==> src/rtl/calc_pkg.sv <==
// calc_pkg: shared state, operator and display-source codes for the calculator controller
package calc_pkg;
  localparam logic [2:0] S_IDLE   = 3'd0;
  localparam logic [2:0] S_IN_A   = 3'd1;
  localparam logic [2:0] S_SEL_OP = 3'd2;
  localparam logic [2:0] S_IN_B   = 3'd3;
  localparam logic [2:0] S_EXEC   = 3'd4;
  localparam logic [2:0] S_SHOW   = 3'd5;
  localparam logic [2:0] S_ERR    = 3'd6;
  localparam logic [1:0] OP_ADD = 2'd0;
  localparam logic [1:0] OP_SUB = 2'd1;
  localparam logic [1:0] OP_MUL = 2'd2;
  localparam logic [1:0] OP_DIV = 2'd3;
  localparam logic [1:0] DISP_ENTRY = 2'd0;
  localparam logic [1:0] DISP_OP    = 2'd1;
  localparam logic [1:0] DISP_RES   = 2'd2;
  localparam logic [1:0] DISP_ERR   = 2'd3;
  // display source shown while the FSM sits in state s
  function automatic logic [1:0] disp_of(input logic [2:0] s);
    return (s == S_SEL_OP) ? DISP_OP :
           (s == S_EXEC || s == S_SHOW) ? DISP_RES :
           (s == S_ERR) ? DISP_ERR : DISP_ENTRY;
  endfunction
endpackage

==> src/rtl/calc_timeout.sv <==
// calc_timeout: ALU watchdog, flags the LIMIT-th consecutive enabled cycle
module calc_timeout #(
  parameter int LIMIT = 255
) (
  input  logic clk_db,
  input  logic rst_n,
  input  logic clr,
  input  logic en,
  output logic expired
);
  localparam int W = $clog2(LIMIT + 1);
  localparam logic [W-1:0] LAST = W'(LIMIT - 1);
  logic [W-1:0] cnt;
  assign expired = en && (cnt == LAST);
  // count enabled cycles, hold once expired until cleared
  always_ff @(posedge clk_db or negedge rst_n) begin
    if (!rst_n) cnt <= '0;
    else if (clr) cnt <= '0;
    else if (en && !expired) cnt <= cnt + 1'b1;
  end
endmodule

==> src/rtl/calc_ctrl.sv <==
// calc_ctrl: calculator sequencing FSM; define CALC_CHAIN_EN to allow chaining a shown result into operand A
module calc_ctrl
  import calc_pkg::*;
#(
  parameter int ALU_TIMEOUT = 255
) (
  input  logic        clk_db,
  input  logic        rst_n,
  input  logic        btn_start,
  input  logic        btn_clear,
  input  logic        btn_confirm,
  input  logic [1:0]  sw_op,
  input  logic        input_done,
  input  logic [31:0] number,
  input  logic        is_negative,
  input  logic        alu_done,
  input  logic        alu_err,
  input  logic [31:0] alu_result,
  output logic        start_input,
  output logic        alu_start,
  output logic [31:0] operand_a,
  output logic [31:0] operand_b,
  output logic        neg_a,
  output logic        neg_b,
  output logic [1:0]  op_sel,
  output logic [31:0] result,
  output logic        err,
  output logic [2:0]  state,
  output logic [1:0]  disp_sel
);
`ifdef CALC_CHAIN_EN
  localparam bit CHAIN = 1'b1;
`else
  localparam bit CHAIN = 1'b0;
`endif
  logic [2:0] nxt;
  logic       div_zero, expired, launch;
  assign div_zero = (op_sel == OP_DIV) && (operand_b == '0);
  assign launch   = (state == S_IN_B) && (nxt == S_EXEC) && !((op_sel == OP_DIV) && (number == '0));
  calc_timeout #(.LIMIT(ALU_TIMEOUT)) u_timeout (
    .clk_db  (clk_db),
    .rst_n   (rst_n),
    .clr     (btn_clear || state != S_EXEC),
    .en      (state == S_EXEC),
    .expired (expired)
  );
  // next state; clear overrides everything, stray done pulses fall through to hold
  always_comb begin
    nxt = state;
    if (btn_clear) nxt = S_IDLE;
    else case (state)
      S_IDLE:   nxt = btn_start ? S_IN_A : S_IDLE;
      S_IN_A:   nxt = input_done ? S_SEL_OP : S_IN_A;
      S_SEL_OP: nxt = btn_confirm ? S_IN_B : S_SEL_OP;
      S_IN_B:   nxt = input_done ? S_EXEC : S_IN_B;
      S_EXEC:   nxt = (div_zero || (alu_done ? alu_err : expired)) ? S_ERR : alu_done ? S_SHOW : S_EXEC;
      S_SHOW:   nxt = btn_start ? S_IN_A : (CHAIN && btn_confirm) ? S_SEL_OP : S_SHOW;
      S_ERR:    nxt = btn_start ? S_IN_A : S_ERR;
      default:  nxt = S_IDLE;
    endcase
  end
  // registered outputs and operand/result latches keyed off the chosen transition
  always_ff @(posedge clk_db or negedge rst_n) begin
    if (!rst_n) begin
      state       <= S_IDLE;
      start_input <= 1'b0;
      alu_start   <= 1'b0;
      err         <= 1'b0;
      disp_sel    <= DISP_ENTRY;
      operand_a   <= '0;
      operand_b   <= '0;
      neg_a       <= 1'b0;
      neg_b       <= 1'b0;
      op_sel      <= OP_ADD;
      result      <= '0;
    end else begin
      state       <= nxt;
      start_input <= (nxt == S_IN_A || nxt == S_IN_B) && nxt != state;
      alu_start   <= launch;
      err         <= nxt == S_ERR;
      disp_sel    <= disp_of(nxt);
      if (state == S_IN_A && nxt == S_SEL_OP) begin
        operand_a <= number;
        neg_a     <= is_negative;
      end
      if (state == S_SHOW && nxt == S_SEL_OP) begin
        operand_a <= result;
        neg_a     <= result[31];
      end
      if (state == S_SEL_OP && !btn_clear) op_sel <= sw_op;
      if (state == S_IN_B && nxt == S_EXEC) begin
        operand_b <= number;
        neg_b     <= is_negative;
      end
      if (state == S_EXEC && nxt == S_SHOW) result <= alu_result;
    end
  end
endmodule

==> config.mk <==
export PLATFORM = sky130hd
export DESIGN_NAME = calc_ctrl
export DESIGN_NICKNAME = d
export VERILOG_FILES = /design/src/rtl/calc_pkg.sv /design/src/rtl/calc_timeout.sv /design/src/rtl/calc_ctrl.sv
export SDC_FILE = /design/constraint.sdc
export NUM_CORES = 1
export LEC_CHECK = 0
export CAP_MARGIN = 20
export CORE_UTILIZATION = 35
export DETAILED_ROUTE_END_ITERATION = 10
export PLACE_DENSITY = 0.66
export SYNTH_ARGS = -nofsm -noshare
export SYNTH_HDL_FRONTEND = slang
export SYNTH_SLANG_ARGS = --single-unit
==> constraint.sdc <==
create_clock -name clk_db -period 2.35 [get_ports clk_db]
set_clock_uncertainty 0.1 [all_clocks]
set_input_delay 0.47 -clock clk_db [delete_from_list [all_inputs] [get_ports clk_db]]
set_output_delay 0.47 -clock clk_db [all_outputs]
set_load 0.02 [all_outputs]
==> results.tsv, run 1 <==
stage	metric	value	unit
pwr	worst_ir_drop_vdd	0.000676	V
pwr	p_per_area	855	nW/um^2
global_routing	grt_util_met1	22.2	%
clock_tree	htree_levels	4	
sta	timing.fmax	447	MHz
finish	final_cell_mix	clkdlybuf4s50_1 (181), dfrtp_1 (116), mux2_2 (72)	
global_routing	grt_max_degree	56	
detailed_routing	drt_first_pass_iters	4	
detailed_routing	post_drt_wl_per_cell	17.6	um
floorplanning	placementRows	42	
clock_tree	cts_tree	built	
floorplanning	coreArea	13300	um^2
sta	period_needed	2.24	ns
floorplanning	initial_utilization	36.1	%
logic_synthesis	seq_area_frac_synth	60.3	%
logic_synthesis	synth.net_count	405	
detailed_routing	routed_via_density	4.85	
finish	fin_nets	607	
global_routing	grt_overflow	0	
setup_path	crit_arrival	2.44	ns
logic_synthesis	syn_inst	328	
detailed_routing	route.detailed.drc	0	
finish	area_growth	58.4	%
min_path	hold_class	in2async	
global_routing	grt_use_met3	9.20	%
global_routing	grt_pass1_vias	3715	
clock_tree	insertion_delay	0.42	ns
status	status	finished clean	
setup_path	worstPathRequired	2.55	ns
finish	layout-drive-gt1-share	27.5	%
setup_path	end_kind	flip-flop	
global_routing	grt_pass1_wl	19800	um
finish	final_common_cell	clkdlybuf4s50_1	
place	dp_hpwl	8950	um
global_routing	grt_usage	18.8	%
detailed_routing	drt-total-wl	12600	um
global_routing	grt-busiest-layer	met2	
place	io_buffer_count	182	
clock_tree	cts_buffers	17	
clock_tree	clk_pin_slew	0.05	ns
sta	setup_viol	0	
global_routing	antenna_found_initial	0	
sta	fin_setup_tns	0	ns
sta	hold_viol_final	0	
logic_synthesis	yosysWarningCount	0	
place	detailedPlace.worstSlack	-0.246	ns
sta	rsz0062_at_grt	false	
detailed_routing	drt_iter0_drc	154	
detailed_routing	route.antenna.remaining_nets	0	
global_routing	use_met2	28.5	%
sta	relSlewSlack	67.1	%
sta	timing.final.crit_share	95.2	%
sta	worst_pin_slew	0.490	ns
clock_tree	cts.sinks	116	
pwr	leakage	3.44	nW
flow_run	cap_violations	0	
clock_tree	clockRootBuffer	clkbuf_16	
floorplanning	die-area	14200	um^2
clock_tree	cts_buffer_depth	2	
logic_synthesis	ys_types	34	
floorplanning	pin_count	183	
logic_synthesis	synth_area	4810	um^2
sta	fin_ws	0.113	ns
finish	antenna_cells	0	
setup_path	crit_fanout	25	
logic_synthesis	avgSynthCellArea	14.7	um^2
place	gp_congestion	0.819	
setup_path	crit_type	reg2reg	
logic_synthesis	ys_seq_elements	116	
setup_path	start_kind	flip-flop	
floorplanning	die_h	119	um
detailed_routing	vias	3482	
sta	final_max_slew_viol_count	0	
floorplanning	die_w	119	um
==> critical path: stages (launching register included) <==
cell,delay [ns]
dfrtp_1,0.39
nor4_1,0.36
nand4_1,0.14
buf_4,0.18
o31ai_4,0.33
buf_12,0.26
mux2_2,0.35
==> synthesized netlist by cell type (all sizes together) <==
cell type	instances	area, um^2
a21o	1	7.51
mux2	101	1250
clkbuf	11	41.3
and4	2	17.5
nor2	13	48.8
nor4	16	100
nand4	7	43.8
a311oi	2	17.5
inv	3	11.3
nand3	7	35.0
nand2	6	22.5
o21ai	5	28.8
a21boi	1	7.51
nor2b	2	12.5
xnor2	1	8.76
nor3	2	10.0
nor3b	3	27.5
a211oi	1	7.51
xor2	3	26.3
o31ai	3	27.5
a21oi	9	45.0
buf	4	38.8
nand4b	1	8.76
ha	2	25.0
dfrtp	116	2900
a221oi	1	8.76
o31a	1	8.76
and3	3	18.8
or4b	1	10.0
==> final timing paths <==
| path | start | to | slack [ns] | depth (start not counted) |
|---|---|---|---|---|
| max | operand_b[8]$_DFFE_PN0P_ | result[1]$_DFFE_PN0P_ | 0.11 | 6 |
| min | rst_n | operand_a[17]$_DFFE_PN0P_ | 0.35 | 2 |
| max reg2reg | operand_b[8]$_DFFE_PN0P_ | result[1]$_DFFE_PN0P_ | 0.11 | 6 |
| min reg2reg | result[31]$_DFFE_PN0P_ | result[31]$_DFFE_PN0P_ | 0.40 | 1 |
| max in group asynchronous | rst_n | result[8]$_DFFE_PN0P_ | 1.23 | 3 |
| min in group clk_db | result[31]$_DFFE_PN0P_ | result[31]$_DFFE_PN0P_ | 0.40 | 1 |
==> stage by stage <==
step / hold WS, ns / power [W] / instance area [um^2] / std cells / util (%)
after floorplan: 0.0744 / 0.00294 / 4810 / 328 / -
after global placement: 0.247 / 0.00370 / 6950 / 685 / 52.1
after detailed placement: 0.246 / 0.00371 / 6950 / 685 / 52.1
after CTS: 0.337 / 0.00660 / 7620 / 718 / 57.1
after global routing: 0.365 / 0.00677 / 7620 / 718 / 57.1
final: 0.351 / 0.00652 / 7620 / 718 / 57.1
==> timing repair <==
action                                 CTS  global route
buffers inserted                         1             0
hold buffers                             1             0
resized for setup                        0             1
setup endpoints to repair                3            12
pin swaps                                1             0
endpoints found under the hold margin   13             0
==> registers in the layout, summed over array words and instances, names as in the netlist <==
register / count
neg_b: 1
result: 32
start_input: 1
err: 1
state: 3
neg_a: 1
operand_a: 32
op_sel: 2
operand_b: 32
disp_sel: 2
u_timeout.cnt: 8
alu_start: 1
==> area by class of cell <==
cell class              count  area [um^2]
clock buffers              23          478
flip-flops and latches    116         2900
repair buffers            198         2000
clock inverters             8          173
well taps                 176          220
fillers                  1110         5720
multi-input cells         194         1840
inverters                   3         11.3
==> routing by layer <==
layer	part of all wire [%]	vias to the layer above
li1	-	1603
met1	41	1720
met2	47	141
met3	10	18
met4	1.9	0
met5	0	-
==> cell families (layout without fill, tap and decap cells) <==
kind of cell               after synthesis  count (layout)  synth area share (%)
AOI/OAI and AO/OA                       24              24                  3.30
xor gates and xnor gates                 4               4                 0.728
adders and majority gates                2               2                 0.520
buffers and inverters                   18             232                  1.90
DFF                                    116             116                  60.3
muxes                                  101             101                  25.9
and+or+nand+nor                         63              63                  7.38
==> where the power goes <==
| group | switching (W) | leakage, nW | total, W | internal (W) |
|---|---|---|---|---|
| clock | 0.000877 | 0.317 | 0.00284 | 0.00196 |
| sequential | 0.000132 | 1.54 | 0.00236 | 0.00223 |
| combinational | 0.000614 | 1.58 | 0.00133 | 0.000713 |
(Power assumes the default switching activity.)
==> run 2: changes to the inputs <==
- ABC_AREA: unset -> 1
- PLACE_DENSITY: 0.66 -> 0.65
==> run 2 against run 1 <==
Compared with the run above:
- cell area increased by 3.2%
- combinational power rose by 120%
- highest routed layer unchanged
- sequential power up 26%
- routed wire length grew 24%
- sequential share of layout area down 1.2 points
- largest power group is now registers
- non-clock buffer count is 12 higher
- maximum frequency barely moved
- flip-flop and latch count unchanged
- worst hold slack better by 0.016 ns
- first-iteration DRC count is 100% higher
- power increased by 28%
- global-route usage grew 2.0 points
==> results.tsv, run 2 <==
stage	metric	value	unit	change
place	gp_congestion	0.896		+9.5%
finish	final_common_cell	nand2_1		
global_routing	grt_pass1_wl	23600	um	+20%
detailed_routing	route.antenna.remaining_nets	0		unchanged
logic_synthesis	synth.net_count	648		+60%
finish	top_regs	operand_a x32, operand_b x32, result x32		
pwr	p_per_area	1060	nW/um^2	+24%
pwr	worst_ir_drop_vdd	0.000533	V	-21%
setup_path	crit_type	reg2reg		
sta	hold_viol_final	0		unchanged
min_path	hold_class	reg2reg		
logic_synthesis	synth_common_cells	nand2_1 (218), dfrtp_1 (116), nand3_1 (41)		
sta	setup_viol	0		unchanged
detailed_routing	vias	4773		+37%
place	dp_hpwl	10700	um	+19%
logic_synthesis	synth_xor_area_share	0	%	-0.73 points
status	status	finished clean		
logic_synthesis	muxShareOfSynthArea	0.448	%	-25 points
place	io_buffer_count	182		unchanged
detailed_routing	drt-total-wl	15700	um	+24%
pwr	power.total	0.00832	W	+28%
finish	fillers	1224		+10%
clock_tree	clk_pin_slew	0.05	ns	about the same
setup_path	crit_fanout	8		-68%
logic_synthesis	yosysWarningCount	0		unchanged
floorplanning	die-area	14900	um^2	+4.4%
setup_path	worstPathRequired	2.56	ns	about the same
sta	period_needed	2.24	ns	-0.000800 ns
detailed_routing	post_drt_wl_per_cell	16.2	um	-7.6%
finish	layout-drive-gt1-share	11.2	%	-16 points
logic_synthesis	avgSynthCellArea	8.81	um^2	-40%
global_routing	grt_pass1_vias	4527		+22%
finish	final_cell_mix	nand2_1 (216), clkdlybuf4s50_1 (181), dfrtp_1 (115)		
sta	fin_ws	0.114	ns	+0.000800 ns
logic_synthesis	synth_top_family_by_area	simple AND/OR/NAND/NOR gates		
logic_synthesis	synth_largest_area_cell	dfrtp_1		
sta	relSlewSlack	62.1	%	-5.0 points
clock_tree	cts.sinks	116		unchanged
logic_synthesis	post_synth_fa_ha_maj_area_fraction	0.497	%	-0.022 points
finish	antenna_cells	0		unchanged
detailed_routing	route.detailed.drc	0		unchanged
sta	worst_pin_slew	0.569	ns	+0.0793 ns
flow_run	cap_violations	0		unchanged
logic_synthesis	yosysMostFrequentCell	nand2_1		
setup_path	start_kind	flip-flop		
global_routing	antenna_found_initial	0		unchanged
floorplanning	die_h	122	um	+2.2%
logic_synthesis	synthTopCellsByArea	dfrtp_1 (58%), nand2_1 (16%), nand4_1 (4.7%), nand3_1 (4.1%), inv_1 (2.2%)		
logic_synthesis	ys.flop_type	dfrtp_1		
logic_synthesis	async_flop_share	100	%	unchanged
global_routing	grt_usage	20.8	%	+2.0 points
logic_synthesis	netlist.area_leader.share	57.7	%	-2.6 points
floorplanning	coreArea	13900	um^2	+4.4%
logic_synthesis	synthSimpleGateAreaFrac	31.5	%	+24 points
logic_synthesis	synth_edf_count	0		unchanged
clock_tree	cts_buffers	17		unchanged
clock_tree	htree_levels	4		unchanged
sta	final_max_slew_viol_count	0		unchanged
setup_path	end_kind	flip-flop		
global_routing	grt_overflow	0		unchanged
clock_tree	clockRootBuffer	clkbuf_16		
detailed_routing	drt_first_pass_iters	5		+1
clock_tree	cts_tree	built		
floorplanning	die_w	122	um	+2.2%
logic_synthesis	synth_area	5030	um^2	+4.5%
logic_synthesis	syn_inst	571		+74%
detailed_routing	drt_iter0_drc	308		+100%
sta	timing.fmax	447	MHz	about the same
detailed_routing	routed_via_density	4.94		+1.8%
place	detailedPlace.worstSlack	-0.0525	ns	+0.194 ns
logic_synthesis	ys_seq_elements	116		unchanged
sta	timing.final.crit_share	95.1	%	about the same
place	place_area	7120	um^2	+2.4%
setup_path	crit_arrival	2.44	ns	about the same
finish	fin_nets	851		+40%
finish	area_growth	56.4	%	
finish	final_area	7870	um^2	+3.2%
logic_synthesis	ys_types	30		-12%
floorplanning	initial_utilization	36.1	%	+0.043 points
logic_synthesis	seq_area_frac_synth	57.7	%	-2.6 points
finish	final_util	56.5	%	-0.64 points
clock_tree	insertion_delay	0.42	ns	about the same
floorplanning	pin_count	183		unchanged
clock_tree	cts_buffer_depth	2		unchanged
logic_synthesis	synth-compound-area-share	4.08	%	+0.78 points
floorplanning	placementRows	43		+2.4%
global_routing	grt_max_degree	50		-11%
pwr	leakage	3.74	nW	+8.6%
==> run 2: cell types whose count changed in the layout (fill, tap and decap cells not counted), sizes merged, moves of 4 or more <==
cell | previous run | this run
buf | 16 | 26
bufinv | 5 | 1
inv | 3 | 35
mux2 | 101 | 2
nand2 | 6 | 224
nand3 | 7 | 41
nand4 | 7 | 39
nor2 | 13 | 34
nor3 | 2 | 6
nor4 | 16 | 8
o21ai | 5 | 25
==> run 2: logic make-up after synthesis <==
family | Yosys count
adders and majority gates | 2
muxes | 2
and+or+nand+nor | 353
DFF | 116
buffers and inverters | 62
AOI/OAI and AO/OA | 36
==> run 2: what timing repair did <==
| item | CTS | global route |
|---|---|---|
| endpoints found under the hold margin | 41 | 0 |
| endpoints found under the setup margin | 0 | 66 |
| hold buffers | 1 | 0 |
| resized for setup | 0 | 10 |
| buffers inserted | 0 | 7 |
==> run 2: where the power goes <==
part | internal [W] | leakage, nW | switching, W
combinational | 0.00138 | 1.94 | 0.00156
sequential | 0.00257 | 1.52 | 0.000404
clock | 0.00153 | 0.273 | 0.000885
==> run 2: metal layers <==
layer	GRT usage, %	vias to the layer above	share of wire [%]
met3	5.34	24	5.8
met2	33.9	161	50
met1	26.6	2311	43
met4	7.56	0	1.7
li1	-	2277	-
met5	0	-	0
==> run 2: path summary, 6_finish.rpt <==
check | slack (ns) | from | endpoint | cells after the start
max | 0.11 | state[1]$_DFF_PN0_ | operand_a[12]$_DFFE_PN0P_ | 10
min | 0.37 | result[22]$_DFFE_PN0P_ | result[22]$_DFFE_PN0P_ | 2
max reg2reg | 0.11 | state[1]$_DFF_PN0_ | operand_a[12]$_DFFE_PN0P_ | 10
min reg2reg | 0.37 | result[22]$_DFFE_PN0P_ | result[22]$_DFFE_PN0P_ | 2
max in group asynchronous | 1.03 | rst_n | state[2]$_DFF_PN0_ | 3
min in group asynchronous | 0.49 | rst_n | operand_a[12]$_DFFE_PN0P_ | 2
==> run 2: worst max-delay path, stage by stage (launching register included) <==
cell and delay (ns):
dfrtp_1 0.49, nor3_4 0.30, nand2_1 0.09, o21a_1 0.21
nand2_1 0.09, nand2_2 0.09, a21oi_4 0.22, nand4_4 0.20
clkbuf_16 0.24, nand2_1 0.06, nand2_1 0.05
==> run 2: area by class of cell <==
type,instances,area [um^2],share of cell area (%)
clock buffers,23,478,6.07
multi-input cells,394,1880,23.9
repair buffers,210,2170,27.6
clock inverters,9,78.8,1.00
well taps,180,225,2.86
inverters,35,134,1.70
flip-flops and latches,116,2900,36.9
==> run 2: through the flow <==
step                hold slack (ns)  setup TNS (ns)  cells
floorplan                    0.0744               0    571
global placement              0.357          -0.373    923
detailed placement            0.358           -2.03    923
CTS                           0.370               0    956
global route                  0.388          -0.232    967
finish                        0.367               0    967
